--- src/rtl/perlin_ctrl_pkg.sv ---
// Shared widths, mode encoding and controller state for the Perlin animation controller.
package perlin_ctrl_pkg;

  localparam int COORD_W = 10;
  localparam int SPEED_W = 4;
  localparam int DIV_W   = 4;
  localparam int Z_W     = 8;

  localparam logic [1:0] MODE_RUN   = 2'd0;
  localparam logic [1:0] MODE_PAUSE = 2'd1;
  localparam logic [1:0] MODE_STEP  = 2'd2;

  typedef enum logic [1:0] {
    ST_RUN,
    ST_PAUSE,
    ST_STEP_ARM
  } ctrl_state_e;

  // Reserved mode 3 behaves like PAUSE.
  function automatic ctrl_state_e mode_to_state(input logic [1:0] mode);
    case (mode)
      MODE_RUN:  return ST_RUN;
      MODE_STEP: return ST_STEP_ARM;
      default:   return ST_PAUSE;
    endcase
  endfunction

endpackage

--- src/rtl/perlin_scroll_axis.sv ---
// One scroll axis: wrapping offset accumulator plus the registered pixel+offset add
// with the two low coordinate bits cleared.
module perlin_scroll_axis #(
  parameter int COORD_W = 10,
  parameter int SPEED_W = 4
) (
  input  logic               clk,
  input  logic               rst_n,
  input  logic               tick,
  input  logic [SPEED_W-1:0] step,
  input  logic [COORD_W-1:0] px,
  output logic [COORD_W-1:0] noise_coord
);
  import perlin_ctrl_pkg::*;

  logic [COORD_W-1:0] offset;
  logic [COORD_W-1:0] step_ext;
  logic [COORD_W-1:0] coord_sum;

  assign step_ext  = {{(COORD_W-SPEED_W){step[SPEED_W-1]}}, step};
  assign coord_sum = px + offset;

  // Offset only moves on a tick, which only happens at frame_start (blanking).
  always_ff @(posedge clk) begin
    if (!rst_n) begin
      offset      <= '0;
      noise_coord <= '0;
    end else begin
      if (tick)
        offset <= offset + step_ext;
      noise_coord <= {coord_sum[COORD_W-1:2], 2'b00};
    end
  end

endmodule

--- src/rtl/perlin_anim_ctrl.sv ---
// Frame-level animation controller: config handshake, frame-boundary apply,
// run/pause/step tick sequencing and the per-pixel noise coordinate path.
module perlin_anim_ctrl #(
  parameter int COORD_W = perlin_ctrl_pkg::COORD_W,
  parameter int SPEED_W = perlin_ctrl_pkg::SPEED_W,
  parameter int DIV_W   = perlin_ctrl_pkg::DIV_W,
  parameter int Z_W     = perlin_ctrl_pkg::Z_W
) (
  input  logic               clk,
  input  logic               rst_n,
  input  logic [COORD_W-1:0] x_px,
  input  logic [COORD_W-1:0] y_px,
  input  logic               activevideo,
  input  logic               frame_start,
  input  logic               cfg_valid,
  output logic               cfg_ready,
  input  logic [SPEED_W-1:0] cfg_dx,
  input  logic [SPEED_W-1:0] cfg_dy,
  input  logic [DIV_W-1:0]   cfg_div,
  input  logic [1:0]         cfg_mode,
  output logic [COORD_W-1:0] noise_x,
  output logic [COORD_W-1:0] noise_y,
  output logic [Z_W-1:0]     noise_z,
  output logic               pix_en,
  output logic [7:0]         frame_count
);
  import perlin_ctrl_pkg::*;

  logic               pending;
  logic [SPEED_W-1:0] pend_dx;
  logic [SPEED_W-1:0] pend_dy;
  logic [DIV_W-1:0]   pend_div;
  logic [1:0]         pend_mode;

  logic [SPEED_W-1:0] act_dx;
  logic [SPEED_W-1:0] act_dy;
  logic [DIV_W-1:0]   act_div;
  logic [DIV_W-1:0]   div_cnt;
  ctrl_state_e        state;
  logic               tick;

  assign cfg_ready = ~pending;

  // Tick decision always uses the state and config in force before this edge.
  always_comb begin
    tick = 1'b0;
    if (frame_start) begin
      case (state)
        ST_RUN:      tick = (div_cnt == act_div);
        ST_STEP_ARM: tick = 1'b1;
        default:     tick = 1'b0;
      endcase
    end
  end

  always_ff @(posedge clk) begin
    if (!rst_n) begin
      pending     <= 1'b0;
      pend_dx     <= '0;
      pend_dy     <= '0;
      pend_div    <= '0;
      pend_mode   <= MODE_RUN;
      act_dx      <= '0;
      act_dy      <= '0;
      act_div     <= '0;
      div_cnt     <= '0;
      state       <= ST_RUN;
      noise_z     <= '0;
      frame_count <= '0;
      pix_en      <= 1'b0;
    end else begin
      pix_en <= activevideo;
      if (cfg_valid && !pending) begin
        pending   <= 1'b1;
        pend_dx   <= cfg_dx;
        pend_dy   <= cfg_dy;
        pend_div  <= cfg_div;
        pend_mode <= cfg_mode;
      end
      if (frame_start) begin
        frame_count <= frame_count + 8'd1;
        if (tick)
          noise_z <= noise_z + Z_W'(1);
        case (state)
          ST_RUN:      div_cnt <= tick ? '0 : div_cnt + DIV_W'(1);
          ST_STEP_ARM: state <= ST_PAUSE;
          default:     ;
        endcase
        // A slot captured before this edge wins over the step-to-pause move above.
        if (pending) begin
          pending <= 1'b0;
          act_dx  <= pend_dx;
          act_dy  <= pend_dy;
          act_div <= pend_div;
          div_cnt <= '0;
          state   <= mode_to_state(pend_mode);
        end
      end
    end
  end

  perlin_scroll_axis #(
    .COORD_W(COORD_W),
    .SPEED_W(SPEED_W)
  ) u_axis_x (
    .clk        (clk),
    .rst_n      (rst_n),
    .tick       (tick),
    .step       (act_dx),
    .px         (x_px),
    .noise_coord(noise_x)
  );

  perlin_scroll_axis #(
    .COORD_W(COORD_W),
    .SPEED_W(SPEED_W)
  ) u_axis_y (
    .clk        (clk),
    .rst_n      (rst_n),
    .tick       (tick),
    .step       (act_dy),
    .px         (y_px),
    .noise_coord(noise_y)
  );

endmodule

--- config.mk ---
export PLATFORM = sky130hd
export DESIGN_NAME = perlin_anim_ctrl
export DESIGN_NICKNAME = d
export VERILOG_FILES = /design/src/rtl/perlin_ctrl_pkg.sv /design/src/rtl/perlin_scroll_axis.sv /design/src/rtl/perlin_anim_ctrl.sv
export SDC_FILE = /design/constraint.sdc
export NUM_CORES = 1
export LEC_CHECK = 0
export CAP_MARGIN = 40
export CORE_MARGIN = 8
export CORE_UTILIZATION = 48
export CTS_CLUSTER_SIZE = 25
export DETAILED_ROUTE_END_ITERATION = 10
export PLACE_DENSITY = 0.79
export SLEW_MARGIN = 15
export SYNTH_ARGS = -nofsm -noshare
export SYNTH_HDL_FRONTEND = slang
export SYNTH_SLANG_ARGS = --single-unit
--- constraint.sdc ---
create_clock -name clk -period 2.2 [get_ports clk]
set_input_delay 0.44 -clock clk [delete_from_list [all_inputs] [get_ports clk]]
set_output_delay 0.44 -clock clk [all_outputs]
set_load 0.01 [all_outputs]
Yosys cells after proc, flatten, opt, wreduce, memory -nomap -nowiden. Cells that the tools add are included.

Memory bits (read-only): 0. Output and inout port bits: 38. Memory bits (writable): 0. Bits in latches: 0. Logic and storage cells: 51. Register bits: 90. Memories: 0.

Reductions and logical operators: 10. Magnitude comparators: 0. $add $sub $neg: 7. Shift-type cells: 0. Divide/modulo/power cells: 0. Multiply operators: 0. Eq/ne operators: 3. Bitwise operators: 1. Mux-type cells: 11.

Operators by type and width (number): $add 10x10->10 (4); $add 8x1->8 const B (2); $mux 4 (3); $reduce_and 2->1 (4); $add 4x1->4 const B (1); $eq 2x2->1 const B (2); $eq 4x4->1 (1); $logic_not 2->1 (2); $mux 1 (4); $mux 2 (2); $pmux 2 s2 (1); $reduce_bool 2->1 (2); $pmux 1 s2 (1); $logic_and 1x1->1 (1); $logic_not 1->1 (1); $not 1->1 (1).

Depth between registers and ports, before layout. Gate-level depths: netlist of the first run.

Depth in word-level cells: 6. Gate-level depth with buffers: 8. Depth with buffers taken out: 8.

By module. A second synthesis of the first run with hierarchy kept.

Cells, all modules: 567. Area, all modules: 4893.4 µm².

Modules (own cells, without submodules): perlin_scroll_axis (cells each 161, seq. area each 360.3 µm², instances 2, area each 1431.4 µm²); perlin_anim_ctrl (cells each 245, seq. area each 1001.0 µm², instances 1, area each 2030.7 µm²).

Worst setup path after synthesis of the first run. Ideal clock, no wire load.

Kind: register to register. Start: reg act_dy[0]. End: reg u_axis_y.offset[8]. Slack: 0.139 ns. Required time: 2.078 ns. Stages on the path, launching flop included: 9. Arrival time: 1.939 ns. Cells stage by stage: dfxtp_1 ha_1 fa_1 a211oi_1 o21bai_1 or3_1 a31oi_1 xor2_1 o22ai_1.

Word-level cells in the longest chain between the ends: 1.

RTL lines: start: declaration (RTL line perlin_anim_ctrl.sv:36) `logic [SPEED_W-1:0] act_dy;`; start signal: assignment (RTL line perlin_anim_ctrl.sv:93) `act_dy <= pend_dy;`; $add 10x10->10 (RTL line perlin_scroll_axis.sv:30) `offset <= offset + step_ext;`; end signal: assignment (RTL line perlin_scroll_axis.sv:30); end: declaration (RTL line perlin_scroll_axis.sv:16) `logic [COORD_W-1:0] offset;`.

Every way passes these cells. A chain may end at the register's enable or synchronous reset.

Final worst setup path of the first run. Ends and elaborated chain as after synthesis.

==> metrics.yaml, run 1 <==
outcome: "complete, no violations"
post_synth_num_cell_types: 54
chipHeight_microns: 114
worst_ir_drop_vdd_mv: 0.286
crit_path_max_incr_delay_ns: 0.35
worst_path_dominant_cell_family: "compound AO/OA/AOI/OAI gates"
detail_route.vias_per_cell: 5.28
synth_adder_area_share_pct: 11.0
htreeDepth: 3
hold_end: "pend_div[0]$_SDFFE_PN0P_"
place.gp.congestion: 0.857
via_count: 3841
synth_top_family_by_area: "simple AND/OR/NAND/NOR gates"
type_of_the_setup_path_with_the_least_slack: "reg -> reg"
antenna_found_initial: 0
holdCritStartpoint: "pend_div[0]$_SDFFE_PN0P_"
yosys_warnings: 0
post_synth_and_or_nand_nor_area_fraction_pct: 19.4
slew_viol_final: 0
global_route_total_usage_across_every_layer_pct: 16.0
rsz_0062_raised_after_global_routing: "no"
cp.depth: 8
chipWidth_microns: 114
num-nets-final: 671
clock_sink_count: 86
synth.ff_latch_count: 86
grt_max_degree: 31
grt_first_pass_wirelength_mm: 17.2
place.detailed.instances: 711
mean_instance_size_in_the_synthesized_netlist_sq_um: 9.08
tritoncts.num_buffers: 9
cap_violations: 0
crit_path_cell_trace: "ha_2 -> fa_2 -> a211oi_2 -> o21bai_2 -> or3_1 -> a31oi_2 -> xor2_1 -> o22ai_1"
remaining_drc_errors: 0
synth_mux_area_share_pct: 3.06
fin_cells: 727
synthCells: 504
fmaxAchievable_mhz: 477
setup.worst_path.end_class: "flop"
post-route-period-util_pct: 95.4
wire_per_inst_microns: 14.2
worst_slew_margin_rel_pct: 61.5
r2r_cells: 8
synth_enable_flop_cells: 0
whs_path_depth: 2
critical_path.reg2reg.endpoint: "u_axis_y.offset[8]$_SDFFE_PN0P_"
worst_setup_path_start_kind: "flop"
placed_cell_area_sq_um: 5540
finalWorstPathRequiredPeriod_ns: 2.10
critPathBufInv: 0
cts_buffer_depth: 2
synth_async_sr_flop_share_pct: 0
worst_path_required_time_ns: 2.44
cp_max_fo: 2
synth_compound_area_share_pct: 16.7
num_io_pins: 77
fraction_of_layout_instances_using_a_drive_strength_above_1_pct: 10.2
core.rowCount: 35
synthXorXnorAreaFrac_pct: 8.61
hold_viol: 0
worst_path_max_delay_cell: "sky130_fd_sc_hd__fa_2"
drtAntennaViolNets: 0
timing.reg2reg.setup_slack_ns: 0.10
clkSlewWorstSetupHoldPaths_ns: 0.09
post-dp-hpwl_mm: 7.76
globalRoute.totalOverflow: 0
detailedRoute.firstPassIterationCount: 4
syn_area_sq_um: 4580
cts_root_buf: "sky130_fd_sc_hd__clkbuf_8"
tritoncts: "built"
num_antenna_cells: 0
postCtsSetupRepairBufs: 0
synth-seq-area-share_pct: 37.6
first_global_vias: 3892
total_leakage_power_uw: 0.00242
power_density_nw_per_um2: 579
finish.instance_area_sq_um: 5780
portBuffers: 72
worst_setup_path_startpoint: "act_dy[0]$_SDFFE_PN0P_"
timing.rr.start: "act_dy[0]$_SDFFE_PN0P_"
n_fill_cell: 773
clock_latency_ns: 0.35
critical_path_arrival_ns: 2.34
syn_to_final_growth_pct: 26.3
synthFlopType: "sky130_fd_sc_hd__dfxtp_1"
fin_worst_skew_ns: 0.0139
dr.first_iter.drc_count: 125
timing_worst_slew_pin_value_ns: 0.571
initial_core_util_pct: 49.5
routed_wl_mm: 10.3
core_region_area_sq_um: 9240
worstHoldPathType: "reg -> reg"
design.die.area_sq_um: 12900
setup_viol: 0
[cells by family after synthesis]
kind of cell,count (synthesis)
fa+ha+maj,39
buf+inv,30
compound gates,117
simple gates,172
xor+xnor,45
other cells,1
flops,86
mux,14
[cell usage in the layout (no fill, tap or decap), drive strengths merged, types with 4 or more instances in the layout]
cell type      count
clkbuf            11
nor3b              4
o21ai             18
nor2b             18
inv                6
a31oi              6
a21o               9
nand3              7
xnor2             34
dfxtp             86
and3               4
a21oi             27
o21bai             4
a21boi            31
nand2             78
xor2              11
o22ai              6
mux2i             14
clkdlybuf4s50     71
and2              28
conb               4
buf               28
nand2b             5
ha                37
nand4             11
nor2               5
[tightest hold or removal path: cells and delay by family (launching register included)]
kind / cells / cell delay (ns)
simple gates: 1 / 0.05
flops: 1 / 0.31
compound gates: 1 / 0.06
[sequential cells by signal, indices dropped and copies added, names as in the netlist, 8 cells and up]
name and cells:
frame_count 8, noise_z 8, u_axis_x.noise_coord 8, u_axis_x.offset 10, u_axis_y.noise_coord 8, u_axis_y.offset 10
[layer usage]
layer	up-vias	wire length [microns]	track usage, %
met1	1798	4370	17.5
met2	89	5200	28.9
met4	0	300	8.35
li1	1927	-	-
met5	-	0	0
met3	27	416	3.06
[Yosys cell counts, types with 3 or more instances]
cell type | instances | area [sq um]
sky130_fd_sc_hd__clkbuf_1 | 14 | 52.6
sky130_fd_sc_hd__nor2_1 | 4 | 15.0
sky130_fd_sc_hd__dfxtp_1 | 86 | 1720
sky130_fd_sc_hd__buf_4 | 4 | 30.0
sky130_fd_sc_hd__xor2_1 | 11 | 96.3
sky130_fd_sc_hd__a21boi_0 | 30 | 225
sky130_fd_sc_hd__mux2i_1 | 14 | 140
sky130_fd_sc_hd__a21oi_1 | 27 | 135
sky130_fd_sc_hd__a21o_1 | 9 | 67.6
sky130_fd_sc_hd__and3_1 | 4 | 25.0
sky130_fd_sc_hd__buf_6 | 3 | 33.8
sky130_fd_sc_hd__xnor2_1 | 34 | 298
sky130_fd_sc_hd__o21ai_0 | 16 | 80.1
sky130_fd_sc_hd__nor2b_1 | 18 | 113
sky130_fd_sc_hd__nand3_1 | 7 | 35.0
sky130_fd_sc_hd__nor3b_1 | 4 | 30.0
sky130_fd_sc_hd__inv_1 | 6 | 22.5
sky130_fd_sc_hd__or3_1 | 3 | 18.8
sky130_fd_sc_hd__o22ai_1 | 6 | 37.5
sky130_fd_sc_hd__nand2b_1 | 5 | 31.3
sky130_fd_sc_hd__o21a_1 | 3 | 22.5
sky130_fd_sc_hd__ha_1 | 37 | 463
sky130_fd_sc_hd__and2_1 | 28 | 175
sky130_fd_sc_hd__nand4_1 | 11 | 68.8
sky130_fd_sc_hd__o21bai_1 | 4 | 30.0
sky130_fd_sc_hd__a31oi_1 | 6 | 37.5
sky130_fd_sc_hd__nand2_1 | 76 | 285
[timing repair]
item,4_1_cts,5_1_grt
endpoints found under the setup margin,1,6
pin swaps,0,4
endpoints found under the hold margin,0,0
hold buffers,0,0
resized for setup,1,10
[final cells by class]
type,instances,area [sq um],area share [%]
Sequential cell,86,1720,29.8
Clock inverter,5,58.8,1.02
Clock buffer,11,141,2.44
Timing Repair Buffer,99,931,16.1
Inverter,6,22.5,0.389
Multi-Input combinational cell,391,2750,47.5
Tap cell,129,161,2.79
[report_power, final]
group	internal (uW)	leakage [uW]	switching (uW)
Sequential	1630	0.000703	46.5
Combinational	305	0.00162	254
Clock	556	0.0000955	562
Total	2490	0.00242	862
[stage by stage]
step                      setup WS [ns]  TNS (ns)  hold slack, ns  utilization, %  total power, uW
after floorplan                   0.139         0           0.439               -             2030
final                             0.101         0           0.466            62.6             3350
after detailed placement         -0.291     -1.13           0.457            60.0             2270
after CTS                       0.00663         0           0.469            62.2             3390
after global placement           -0.215    -0.540           0.449            60.0             2250
after global routing            0.00932         0           0.483            62.6             3510
[worst max path at each step]
stage | endpoint | slack, ns
floorplan | u_axis_y.offset[8]$_SDFFE_PN0P_ | 0.14
global placement | u_axis_x.noise_coord[8]$_SDFF_PN0_ | -0.21
detailed placement | u_axis_x.noise_coord[8]$_SDFF_PN0_ | -0.29
CTS | u_axis_y.offset[8]$_SDFFE_PN0P_ | 0.007
global route | u_axis_y.offset[8]$_SDFFE_PN0P_ | 0.009
finish | u_axis_y.offset[8]$_SDFFE_PN0P_ | 0.10
No activity file was read; power rests on OpenSTA's default activity.
==> inputs of run 2 (changes only) <==
- SLEW_MARGIN: 15 -> 30
==> results of run 2 <==
The final DEF is identical to that of run 1; final timing and power are the same.
==> inputs of run 3 (changes only) <==
- CORE_UTILIZATION: 48 -> 54
- PLACE_DENSITY: 0.79 -> 0.84
- clock period: 2.2 -> 2.3 ns (I/O delays scaled with it)
==> metrics.yaml, run 3 (synthesis gave the netlist of run 1 again) <==
layout.cells.most_common: "sky130_fd_sc_hd__dfxtp_1"  # unchanged
worst_path_dominant_cell_family: "compound AO/OA/AOI/OAI gates"  # unchanged
chipWidth_microns: 108  # was 114 microns
cts_root_buf: "sky130_fd_sc_hd__clkbuf_8"  # unchanged
worst_setup_path_start_kind: "flop"  # unchanged
cts_buffer_depth: 2  # unchanged
timing_worst_slew_pin_value_ns: 0.522  # was 0.571 ns
routed_wl_mm: 9.83  # was 10.3 mm
slew_viol_final: 0  # unchanged
clkSlewWorstSetupHoldPaths_ns: 0.08  # was 0.09 ns
grt_first_pass_wirelength_mm: 16.8  # was 17.2 mm
critPathBufInv: 0  # unchanged
critical_path_arrival_ns: 2.41  # was 2.34 ns
grt_max_degree: 79  # was 31
worstHoldPathType: "reg -> reg"  # unchanged
global_route_total_usage_across_every_layer_pct: 17.3  # was 16.0%
post-layout-total-power_uw: 3330  # was 3350 uW
num_antenna_cells: 0  # unchanged
worst_path_max_delay_cell: "sky130_fd_sc_hd__fa_2"  # unchanged
setup.worst_path.end_class: "flop"  # unchanged
cap_violations: 0  # unchanged
utilization_pct: 69.5  # was 62.6%
worst_path_required_time_ns: 2.55  # was 2.44 ns
n_fill_cell: 644  # was 773
first_global_vias: 3864  # was 3,892
finalWorstPathRequiredPeriod_ns: 2.17  # was 2.10 ns
fmaxAchievable_mhz: 462  # was 477 MHz
busiest_layer: "met2"  # unchanged
fin_worst_skew_ns: 0.00923  # was 0.0139 ns
use_met1_pct: 18.3  # was 17.5%
portBuffers: 72  # unchanged
detail_route.vias_per_cell: 5.37  # was 5.28
outcome: "complete, no violations"  # unchanged
worst_ir_drop_vdd_mv: 0.549  # was 0.286 mV
crit_path_cell_trace: "ha_1 -> fa_2 -> a211oi_2 -> o21bai_1 -> or3_1 -> a31oi_1 -> xor2_1 -> o22ai_1"  # was ha_2 -> fa_2 -> a211oi_2 -> o21bai_2 -> or3_1 -> a31oi_2 -> xor2_1 -> o22ai_1
num-nets-final: 664  # was 671
globalRoute.totalOverflow: 0  # unchanged
area.sequential_sq_um: 1720  # about the same
mostFrequentLayoutCells: "sky130_fd_sc_hd__dfxtp_1, sky130_fd_sc_hd__nand2_1, sky130_fd_sc_hd__clkdlybuf4s50_1, sky130_fd_sc_hd__ha_1, sky130_fd_sc_hd__xnor2_1"  # unchanged
detailedRoute.firstPassIterationCount: 4  # unchanged
type_of_the_setup_path_with_the_least_slack: "reg -> reg"  # unchanged
fraction_of_layout_instances_using_a_drive_strength_above_1_pct: 7.95  # was 10.2%
dp_worst_setup_slack_ns: -0.221  # was -0.291 ns
crit_path_max_incr_delay_ns: 0.38  # was 0.35 ns
use_met3_pct: 3.87  # was 3.06%
dr.first_iter.drc_count: 99  # was 125
total_leakage_power_uw: 0.00240  # was 0.00242 uW
via_count: 3739  # was 3,841
core_region_area_sq_um: 8220  # was 9240 sq um
final.hold.worst_slack_ns: 0.467  # was 0.466 ns
tritoncts: "built"  # unchanged
post-route-period-util_pct: 94.2  # was 95.4%
htreeDepth: 3  # unchanged
post-dp-hpwl_mm: 7.40  # was 7.76 mm
antenna_found_initial: 0  # unchanged
hold_viol: 0  # unchanged
design.die.area_sq_um: 11700  # was 12,900 sq um
chipHeight_microns: 108  # was 114 microns
timing.reg2reg.setup_slack_ns: 0.13  # was 0.10 ns
remaining_drc_errors: 0  # unchanged
drtAntennaViolNets: 0  # unchanged
initial_core_util_pct: 55.7  # was 49.5%
worst_slew_margin_rel_pct: 64.8  # was 61.5%
largestRegisters: "u_axis_x.offset: 10 flops, u_axis_y.offset: 10 flops"  # unchanged
met2_global_route_usage_pct: 32.4  # was 28.9%
clock_sink_count: 86  # unchanged
multi_input_area_sq_um: 2710  # was 2750 sq um
clock_latency_ns: 0.36  # was 0.35 ns
setup_viol: 0  # unchanged
place.gp.congestion: 0.815  # was 0.857
syn_to_final_growth_pct: 24.8  # was 26.3%
tritoncts.num_buffers: 9  # unchanged
core.rowCount: 33  # was 35
num_io_pins: 77  # unchanged
cp_max_fo: 3  # was 2
wire_per_inst_microns: 14.1  # was 14.2 microns
power_density_nw_per_um2: 583  # was 579 nW/um^2
postCtsSetupRepairBufs: 0  # unchanged
final.setup.worst_slack_ns: 0.135  # was 0.101 ns
run 3: per-stage QoR:
| stage | cell area, sq um | TNS [ns] | cells |
|---|---|---|---|
| finish | 5710 | 0 | 696 |
| global route | 5710 | -0.00384 | 696 |
| global placement | 5470 | -0.300 | 680 |
| detailed placement | 5470 | -0.666 | 680 |
| CTS | 5700 | 0 | 696 |
| floorplan | 4590 | 0 | 507 |
run 3: layer usage:
metal / share of wire [%] / vias to the layer above / wire [microns]
met2: 52 / 71 / 5150
met3: 4.3 / 18 / 421
met1: 42 / 1742 / 4090
met4: 1.8 / 0 / 178
li1: - / 1908 / -
met5: 0 / - / 0
run 3: final cells by class:
type	count	share of cell area, %
Clock buffer	10	2.41
Clock inverter	6	1.64
Inverter	6	0.394
Multi-Input combinational cell	391	47.5
Sequential cell	86	30.2
Tap cell	105	2.30
Timing Repair Buffer	92	15.6
run 3: path summary, 6_finish.rpt:
kind,start,cells after the start,end
worst max-delay path,act_dy[0]$_SDFFE_PN0P_,8,u_axis_y.offset[8]$_SDFFE_PN0P_
worst min-delay path,pend_dx[0]$_SDFFE_PN0P_,2,pend_dx[0]$_SDFFE_PN0P_
worst max register to register,act_dy[0]$_SDFFE_PN0P_,8,u_axis_y.offset[8]$_SDFFE_PN0P_
worst min register to register,pend_dx[0]$_SDFFE_PN0P_,2,pend_dx[0]$_SDFFE_PN0P_
run 3: worst reg2reg max path, cell delays in order (launching register included):
cell	delay (ns)
sky130_fd_sc_hd__dfxtp_1	0.34
sky130_fd_sc_hd__ha_1	0.23
sky130_fd_sc_hd__fa_2	0.38
sky130_fd_sc_hd__a211oi_2	0.21
sky130_fd_sc_hd__o21bai_1	0.12
sky130_fd_sc_hd__or3_1	0.32
sky130_fd_sc_hd__a31oi_1	0.20
sky130_fd_sc_hd__xor2_1	0.16
sky130_fd_sc_hd__o22ai_1	0.10
run 3: where the power goes:
part | total, uW | switching, uW | internal [uW]
logic | 526 | 238 | 288
registers | 1600 | 45.0 | 1560
clock network | 1200 | 555 | 649
total | 3330 | 838 | 2490
run 3: timing repair:
action                                  in CTS  in global routing
resized for setup                            0                  3
hold buffers                                 0                  0
endpoints found under the setup margin       0                  2
